**src/rtl/alu_word_seq.sv**
```systemverilog
// Word-serial controller for a single 4-bit 74181-style ALU slice.
// Processes one nibble per cycle, LSB first, and ripples the slice carry between nibbles.
module alu_word_seq #(
  parameter int WIDTH = 16
) (
  input  logic             clk,
  input  logic             rst,
  input  logic             start,
  input  logic [WIDTH-1:0] a,
  input  logic [WIDTH-1:0] b,
  input  logic [3:0]       s,
  input  logic             m,
  input  logic             cin,
  output logic             busy,
  output logic             done,
  output logic [WIDTH-1:0] result,
  output logic             cout,
  output logic             aeqb,
  output logic [3:0]       slice_a,
  output logic [3:0]       slice_b,
  output logic [3:0]       slice_s,
  output logic             slice_m,
  output logic             slice_cn,
  input  logic [3:0]       slice_f,
  input  logic             slice_cn4,
  input  logic             slice_aeqb
);

  localparam int NSLICE = WIDTH / 4;
  localparam int IDXW = (NSLICE > 1) ? $clog2(NSLICE) : 1;
  localparam logic [IDXW-1:0] LAST_IDX = IDXW'(NSLICE - 1);

  typedef enum logic [1:0] {IDLE, RUN, DONE} state_t;

  state_t           state_reg, state_next;
  logic [WIDTH-1:0] a_reg, b_reg, result_reg, result_next;
  logic [3:0]       s_reg;
  logic             m_reg, carry_reg, acc_reg;
  logic [IDXW-1:0]  idx_reg;
  logic [3:0]       a_nib [NSLICE];
  logic [3:0]       b_nib [NSLICE];

  // Per-nibble views of the latched operands and the nibble-wise result update.
  for (genvar gi = 0; gi < NSLICE; gi++) begin : g_nib
    assign a_nib[gi] = a_reg[4*gi +: 4];
    assign b_nib[gi] = b_reg[4*gi +: 4];
    assign result_next[4*gi +: 4] = (state_reg == RUN && idx_reg == IDXW'(gi)) ?
                                    slice_f : result_reg[4*gi +: 4];
  end

  always_ff @(posedge clk) begin
    if (rst) begin
      state_reg <= IDLE;
    end else begin
      state_reg <= state_next;
    end
  end

  always_comb begin
    state_next = state_reg;
    case (state_reg)
      IDLE:    if (start) state_next = RUN;
      RUN:     if (idx_reg == LAST_IDX) state_next = DONE;
      DONE:    state_next = IDLE;
      default: state_next = IDLE;
    endcase
  end

  always_ff @(posedge clk) begin
    if (rst) begin
      a_reg      <= '0;
      b_reg      <= '0;
      s_reg      <= '0;
      m_reg      <= 1'b0;
      carry_reg  <= 1'b0;
      acc_reg    <= 1'b0;
      idx_reg    <= '0;
      result_reg <= '0;
    end else begin
      case (state_reg)
        IDLE: begin
          if (start) begin
            a_reg     <= a;
            b_reg     <= b;
            s_reg     <= s;
            m_reg     <= m;
            carry_reg <= cin;
            acc_reg   <= 1'b1;
            idx_reg   <= '0;
          end
        end
        RUN: begin
          // Carry chains in logic mode too; the slice decides whether it matters.
          result_reg <= result_next;
          carry_reg  <= slice_cn4;
          acc_reg    <= acc_reg & slice_aeqb;
          if (idx_reg != LAST_IDX) idx_reg <= idx_reg + 1'b1;
        end
        default: ;
      endcase
    end
  end

  always_comb begin
    busy    = 1'b0;
    done    = 1'b0;
    slice_a = 4'h0;
    slice_b = 4'h0;
    case (state_reg)
      RUN: begin
        busy    = 1'b1;
        slice_a = a_nib[idx_reg];
        slice_b = b_nib[idx_reg];
      end
      DONE: begin
        busy = 1'b1;
        done = 1'b1;
      end
      default: ;
    endcase
  end

  assign slice_s  = s_reg;
  assign slice_m  = m_reg;
  assign slice_cn = carry_reg;
  assign result   = result_reg;
  assign cout     = carry_reg;
  assign aeqb     = acc_reg;

endmodule

```
**config.mk**
```make
export PLATFORM = sky130hd
export DESIGN_NAME = alu_word_seq
export DESIGN_NICKNAME = d
export VERILOG_FILES = /design/src/rtl/alu_word_seq.sv
export SDC_FILE = /design/constraint.sdc
export NUM_CORES = 1
export LEC_CHECK = 0
export ABC_CLOCK_PERIOD_IN_PS = 1900
export CAP_MARGIN = 30
export CORE_ASPECT_RATIO = 1.1
export CORE_MARGIN = 5
export CORE_UTILIZATION = 46
export DETAILED_ROUTE_END_ITERATION = 10
export PLACE_DENSITY = 0.88
export SLEW_MARGIN = 15
export SYNTH_ARGS = -nofsm -noshare
export SYNTH_HDL_FRONTEND = slang
export SYNTH_SLANG_ARGS = --single-unit
```
**constraint.sdc**
```tcl
create_clock -name clk -period 1.9 [get_ports clk]
set_clock_uncertainty 0.2 [all_clocks]
set_input_delay 0.38 -clock clk [delete_from_list [all_inputs] [get_ports clk]]
set_output_delay 0.38 -clock clk [all_outputs]
set_load 0.005 [all_outputs]
```
==> metrics.txt, run 1 <==
# TYPE chip_impl_metric gauge
chip_impl_metric{name="floorplan.core_area",unit="µm²"} 5330
chip_impl_metric{name="wl_met3",unit="µm"} 438
chip_impl_metric{name="area_delta_synth_final",unit="%"} 52.6
chip_impl_metric{name="first_pass_iters",unit=""} 4
chip_impl_metric{name="syn_inst",unit=""} 298
chip_impl_info{name="top_signal_layer_used",value="met4"} 1
chip_impl_metric{name="grt_start_max_net_pins",unit=""} 38
chip_impl_info{name="clk_root_buffer_cell",value="sky130_fd_sc_hd__clkbuf_8"} 1
chip_impl_metric{name="yosysSeqAreaShare",unit=""} 0.472
chip_impl_metric{name="m1WireLength",unit="µm"} 2650
chip_impl_metric{name="clkTransAtPathRegs",unit="ns"} 0.06
chip_impl_metric{name="pin_count",unit=""} 81
chip_impl_metric{name="track_usage",unit=""} 0.201
chip_impl_metric{name="synth_edf_count",unit=""} 0
chip_impl_metric{name="cp.arrival",unit="ns"} 1.68
chip_impl_metric{name="post-route-worst-setup-slack",unit="ns"} -0.356
chip_impl_metric{name="worst_ep_required_time",unit="ns"} 1.32
chip_impl_metric{name="fin_util",unit=""} 0.717
chip_impl_metric{name="synth_cell_types",unit=""} 24
chip_impl_metric{name="yosysWarnings",unit=""} 0
chip_impl_info{name="failing_checks",value="setup timing"} 1
chip_impl_info{name="synth_most_common_cell",value="sky130_fd_sc_hd__nand2_1"} 1
chip_impl_metric{name="number_of_fill_cells_in_the_layout",unit=""} 408
chip_impl_metric{name="hpwlAfterDp",unit="µm"} 4680
chip_impl_info{name="min-delay-path-class",value="input pin to flip-flop"} 1
chip_impl_metric{name="cp_slowest_stage_delay",unit="ns"} 0.48
chip_impl_metric{name="max_clk_rate",unit="MHz"} 443
chip_impl_metric{name="synth.net_count",unit=""} 354
chip_impl_metric{name="worstMarginPinSlew",unit="ns"} 0.396
chip_impl_metric{name="hold_path_depth",unit=""} 3
chip_impl_metric{name="setup_violations",unit=""} 10
chip_impl_metric{name="period_minus_slack",unit="ns"} 2.26
chip_impl_metric{name="dr_wl_met2",unit="µm"} 3480
chip_impl_info{name="synth_top_cells_by_area",value="sky130_fd_sc_hd__dfxtp_1 47%, sky130_fd_sc_hd__nand2_1 15%, sky130_fd_sc_hd__a21oi_1 11%, sky130_fd_sc_hd__mux4_2 7.2%, sky130_fd_sc_hd__ha_1 4.5%"} 1
chip_impl_metric{name="cellPowerDensity",unit="nW/µm²"} 789
chip_impl_metric{name="worstPathMaxFanout",unit=""} 5
chip_impl_metric{name="rr_worst_depth",unit=""} 8
chip_impl_metric{name="timing.slew.headroom",unit=""} 0.736
chip_impl_metric{name="post_synth_instance_area",unit="µm²"} 2500
chip_impl_info{name="clock_tree_from_tritoncts",value="done"} 1
chip_impl_metric{name="crit_buf_inv",unit=""} 3
chip_impl_info{name="synth_commonest_cells",value="100 x sky130_fd_sc_hd__nand2_1, 59 x sky130_fd_sc_hd__dfxtp_1, 57 x sky130_fd_sc_hd__a21oi_1, 13 x sky130_fd_sc_hd__nand3_1, 10 x sky130_fd_sc_hd__clkbuf_1"} 1
chip_impl_metric{name="yosys.area.top_type_share",unit=""} 0.472
chip_impl_metric{name="finalCritPeriodShare",unit=""} 1.19
chip_impl_info{name="dominantRegCellSynth",value="sky130_fd_sc_hd__dfxtp_1"} 1
chip_impl_metric{name="syn_area_per_cell",unit="µm²"} 8.39
chip_impl_metric{name="first_global_vias",unit=""} 2468
chip_impl_metric{name="final-hold-violation-count",unit=""} 0
chip_impl_metric{name="drt_drc_violations_left",unit=""} 0
chip_impl_metric{name="post_drt_via_cell_ratio",unit=""} 5.05
chip_impl_metric{name="fin_tns_setup",unit="ns"} -2.89
chip_impl_metric{name="die_area",unit="µm²"} 7010
chip_impl_info{name="run_status",value="finished, violations left"} 1
chip_impl_metric{name="detailed_place.area",unit="µm²"} 3460
chip_impl_metric{name="starting_density_of_the_core",unit=""} 0.470
chip_impl_metric{name="holdWs",unit="ns"} 0.156
chip_impl_metric{name="slew_viol_final",unit=""} 0
chip_impl_info{name="crit_chain",value="buf_12 -> buf_8 -> mux4_2 -> and2_4 -> buf_6"} 1
chip_impl_info{name="timing.critical_path.max_delay_family",value="multiplexers"} 1
chip_impl_metric{name="seqCellArea",unit="µm²"} 1180
chip_impl_metric{name="cts_inserted_buffers",unit=""} 9
chip_impl_metric{name="avgRoutedWirePerCell",unit="µm"} 14.1
chip_impl_metric{name="detailedRoute.firstIterationViolations",unit=""} 189
chip_impl_metric{name="die_width",unit="µm"} 80.3
chip_impl_metric{name="final_antenna_net_count",unit=""} 0
chip_impl_metric{name="rows",unit=""} 28
chip_impl_metric{name="layout.cell_area.non_filler",unit="µm²"} 3820
chip_impl_metric{name="final_layout_size_suffix_gt1_frac",unit=""} 0.213
chip_impl_metric{name="grt_antenna_before_repair",unit=""} 0
chip_impl_metric{name="cellLeakagePower",unit="nW"} 1.46
chip_impl_info{name="grt_setup_unrepaired",value="true"} 1
chip_impl_metric{name="final_nets",unit=""} 454
chip_impl_metric{name="clk-insertion-delay-late",unit="ns"} 0.34
chip_impl_metric{name="grt_pass1_wl",unit="µm"} 10800
chip_impl_metric{name="largest_voltage_drop_on_the_vdd_net",unit="mV"} 0.433
chip_impl_metric{name="io_buffers",unit=""} 80
chip_impl_metric{name="clock_sinks",unit=""} 59
chip_impl_info{name="worstSetupEndpointType",value="primary output"} 1
chip_impl_info{name="timing.critical_path.slowest_stage_cell",value="sky130_fd_sc_hd__mux4_2"} 1
chip_impl_metric{name="die-height",unit="µm"} 87.3
chip_impl_metric{name="drv_cap",unit=""} 0
chip_impl_metric{name="hold_buffers",unit=""} 0
chip_impl_info{name="crit_path_start_kind",value="flip-flop"} 1
chip_impl_metric{name="gp_congestion",unit=""} 0.836
chip_impl_metric{name="async_reset_ff_frac",unit=""} 0
chip_impl_metric{name="n_diodes",unit=""} 0
chip_impl_metric{name="critical_path_cell_count",unit=""} 5
chip_impl_metric{name="htree_num_levels",unit=""} 3
chip_impl_metric{name="multiInputGateArea",unit="µm²"} 1270
chip_impl_metric{name="gr-total-overflow",unit=""} 0
chip_impl_metric{name="synth.ff_latch_count",unit=""} 59
chip_impl_info{name="yosys_top_cell_by_area",value="sky130_fd_sc_hd__dfxtp_1"} 1
chip_impl_info{name="worst-setup-path-type",value="flip-flop to primary output"} 1
chip_impl_metric{name="totalWireLength",unit="µm"} 6760
chip_impl_metric{name="post-layout-total-power",unit="W"} 0.00301
chip_impl_metric{name="max-clock-path-buffers",unit=""} 2
chip_impl_metric{name="vias",unit=""} 2412
## where the power goes
part	switching [W]	internal [W]
logic	0.000285	0.000344
registers	0.0000452	0.00132
clock network	0.000473	0.000541
## area by class of cell
cell class / count / area share
clock buffer: 14 / 0.0426
clock inverter: 2 / 0.00262
inverter: 5 / 0.00557
multi-input combinational: 213 / 0.333
sequential: 59 / 0.310
tap: 75 / 0.0246
timing repair buffer: 110 / 0.281
## per-stage QoR
step / setup WS, ns / cells
floorplan: 0.0799 / 298
global placement: -0.287 / 452
detailed placement: -0.331 / 452
CTS: -0.385 / 473
global route: -0.426 / 478
finish: -0.356 / 478
## cell usage in the layout, fill, tap and decap left out, drive strengths merged, types with 2 or more instances in the layout
| cell | count |
|---|---|
| a21oi | 57 |
| dfxtp | 59 |
| nand2 | 100 |
| mux2i | 3 |
| clkdlybuf4s50 | 69 |
| inv | 5 |
| and2 | 10 |
| or4 | 2 |
| clkinv | 2 |
| clkbuf | 14 |
| nor2 | 2 |
| o21ai | 2 |
| ha | 9 |
| nand3 | 13 |
| nand2b | 2 |
| mux4 | 8 |
| buf | 40 |
## worst paths after layout
| check | start | endpoint | slack (ns) |
|---|---|---|---|
| worst max-delay path | idx_reg[0] | slice_b[1] | -0.36 |
| worst min-delay path | rst | idx_reg[1] | 0.16 |
| worst max register to register | idx_reg[0] | idx_reg[0] | -0.19 |
| worst min register to register | result[4] | result[4] | 0.25 |
## layer usage
layer,vias to the layer above,track usage
met5,-,0
met4,0,0.0983
met3,20,0.0725
met2,81,0.336
met1,1118,0.227
li1,1193,-
## repair_timing
item                       4_1_cts  5_1_grt
setup endpoints to repair       12       22
pin swaps                        3        5
setup buffers                    5        6
resized for setup               57       22
## kinds of logic after synthesis
| family | after synthesis | synth area share |
|---|---|---|
| AO/OA/AOI/OAI | 62 | 0.127 |
| buffers and inverters | 26 | 0.0485 |
| flip-flops | 59 | 0.472 |
| AND/OR/NAND/NOR | 130 | 0.219 |
| adder cells (fa/ha/maj) | 9 | 0.0450 |
| multiplexers | 12 | 0.0885 |
## tightest hold or removal path, stage by stage
cell	delay [ns]
sky130_fd_sc_hd__buf_2	0.10
sky130_fd_sc_hd__or4_1	0.10
sky130_fd_sc_hd__o31ai_1	0.06
No activity file was read; power rests on OpenSTA's default activity.
==> run 2, diff against run 1 <==
--- a/config.mk
+++ b/config.mk
@@ -6,7 +6,6 @@
 export NUM_CORES = 1
 export LEC_CHECK = 0
 export ABC_CLOCK_PERIOD_IN_PS = 1900
-export CAP_MARGIN = 30
 export CORE_ASPECT_RATIO = 1.1
 export CORE_MARGIN = 5
 export CORE_UTILIZATION = 46
==> results of run 2 <==
The final DEF is identical to that of run 1; final timing and power are the same.
==> edit, RTL diff (config.mk and constraints of run 1) <==
Encoding of `state_t`: now one-hot (3 bits for 3 states).
--- a/src/rtl/alu_word_seq.sv
+++ b/src/rtl/alu_word_seq.sv
@@ -31,5 +31,5 @@
   localparam logic [IDXW-1:0] LAST_IDX = IDXW'(NSLICE - 1);
 
-  typedef enum logic [1:0] {IDLE, RUN, DONE} state_t;
+  typedef enum logic [2:0] {IDLE = 3'b001, RUN = 3'b010, DONE = 3'b100} state_t;
 
   state_t           state_reg, state_next;
Behaviour: no difference found for any inputs over 10 cycles, from zero or initial values and one cycle with rst high; not proved beyond that.
==> edit against run 1 <==
Design area fell by 1.7%; routed wire length fell by 3.4%; sequential cell count rose by 1; setup slack improved by 0.012 ns; power fell by 1.5%; highest routed layer unchanged; sequential share of layout area rose by 1.1 points; global-route usage fell by 0.62 points; the run still ends with negative setup slack left; largest power group unchanged; synthesized area fell by 0.40%; critical endpoint is now slice_a[1].
==> edit: results (changes against run 1) <==
----------------------------------------------------
[Power]
  Peak supply drop ... 0.6402 mV (+48%)
  LEAKAGE ... 1.411 nW (-3.4%)

[Global routing]
  First-pass GRT wire length ... 10250 um (-5.4%)
  Number of global-route vias before repair ... 2238 (-9.3%)
  Total global-route track usage ... 19.52% (-0.62 points)
  Pin count of the biggest net entering global routing ... 31 (-18%)

[Synthesis]
  Net count after synthesis ... 326 (-7.9%)
  Leading cell types by count after synthesis ... sky130_fd_sc_hd__nand2_1 (74), sky130_fd_sc_hd__dfxtp_1 (60), sky130_fd_sc_hd__a21oi_1 (40), sky130_fd_sc_hd__mux2i_1 (16), sky130_fd_sc_hd__nor2_1 (16)
  Dominant cells by area after synthesis ... sky130_fd_sc_hd__dfxtp_1 (48%), sky130_fd_sc_hd__nand2_1 (11%), sky130_fd_sc_hd__a21oi_1 (8.0%)
  Fraction of the yosys area taken by sequential cells ... 48.22% (+0.99 points)

[Place]
  Setup Slack @ Placement ... -0.2560 ns (+0.07512 ns)
  Detailed placement HPWL ... 4411 um (-5.8%)

[Timing]
  Worst path setup slack after routing ... -0.3442 ns (+0.01220 ns)
  Total setup violations reported at the end of the flow ... 8 (-2)
  Worst hold slack ... 0.2362 ns (+0.08034 ns)
  Actual transition at the worst max-transition pin ... 0.3531 ns (-0.04273 ns)
  Post-Route Setup TNS ... -2.392 ns (+0.4964 ns)

[Finish]
  Share of cells above drive strength 1 ... 21.66% (+0.32 points)
  Fill cell count ... 406 (-0.49%)
  Count of nets after finishing ... 420 (-7.5%)

[Critical path]
  Worst r2r src ... idx_reg[1]$_SDFFE_PP0P_
  R2r endpoint ... result[6]$_SDFFE_PP0P_
  Destination of the critical timing path ... slice_a[1]
  Worst-path fanout max ... 4 (-1)

[Outcome]
  Status ... finished with violations
  Violations in the final reports ... negative setup slack

[Detailed routing]
  Detailed-routing iteration count for the pre-antenna-repair pass ... 6 (+2)
  Starting DRC count in detailed routing ... 92 (-51%)
  Drt via density ... 5.004 (-0.82%)
  WL/cell ... 14.54 um (+2.9%)

----------------------------------------------------
[edit: per-layer routing]
metal	part of all wire [%]	global-route usage (%)
met1	39	20.26
met2	53	34.79
met3	6.1	6.315
met4	2.3	10.14
met5	0	0
[edit: what timing repair did]
action                                  in CTS  in global routing
endpoints found under the setup margin      10                 23
gates resized for setup                     60                  5
pin swaps                                    1                  4
cloned                                       0                  0
buffers inserted                             6                  5
[edit: through the flow]
step / std cells / instance area [um2] / total power [mW]
final: 449 / 3752 / 2.965
after global routing: 449 / 3752 / 3.083
after CTS: 446 / 3731 / 2.982
after detailed placement: 424 / 3436 / 1.734
after global placement: 424 / 3436 / 1.721
after floorplan: 275 / 2491 / 1.543
[edit: layout make-up]
class / count / share of cell area (%)
Multi-Input combinational cell: 188 / 32.44
Sequential cell: 60 / 32.14
Timing Repair Buffer: 107 / 26.64
Clock buffer: 13 / 4.768
Tap cell: 75 / 2.501
Clock inverter: 3 / 1.134
Inverter: 3 / 0.3668
[edit: how the worst min path moves through the flow]
stage               cells past startpoint                   start                     end
finish                                  2                     rst   b_reg[9]$_SDFFE_PP0P_
global route                            2                     rst   b_reg[5]$_SDFFE_PP0P_
CTS                                     2                     rst   b_reg[9]$_SDFFE_PP0P_
detailed placement                      2   b_reg[8]$_SDFFE_PP0P_   b_reg[8]$_SDFFE_PP0P_
global placement                        2   a_reg[2]$_SDFFE_PP0P_   a_reg[2]$_SDFFE_PP0P_
floorplan                               2  a_reg[10]$_SDFFE_PP0P_  a_reg[10]$_SDFFE_PP0P_
[edit: critical path: cells and delay by family, from the launching register on]
| kind | cells | cell delay [ns] |
|---|---|---|
| buf+inv | 3 | 0.35 |
| flops | 1 | 0.34 |
| mux | 1 | 0.48 |
| simple gates | 1 | 0.14 |
[edit: power groups by stage]
stage                     logic [mW]  registers [mW]  clock network, mW
after floorplan                0.171            1.37                  0
after global placement         0.350            1.37                  0
after detailed placement       0.359            1.37                  0
after CTS                      0.376            1.35               1.26
after global routing           0.413            1.36               1.31
final                          0.380            1.35               1.24
[edit: logic make-up after synthesis]
group / Yosys count / share of synthesized area, %
simple gates: 113 / 21.15
fa+ha+maj: 4 / 2.009
buf+inv: 27 / 4.872
flops: 60 / 48.22
mux: 24 / 13.66
compound gates: 47 / 10.10
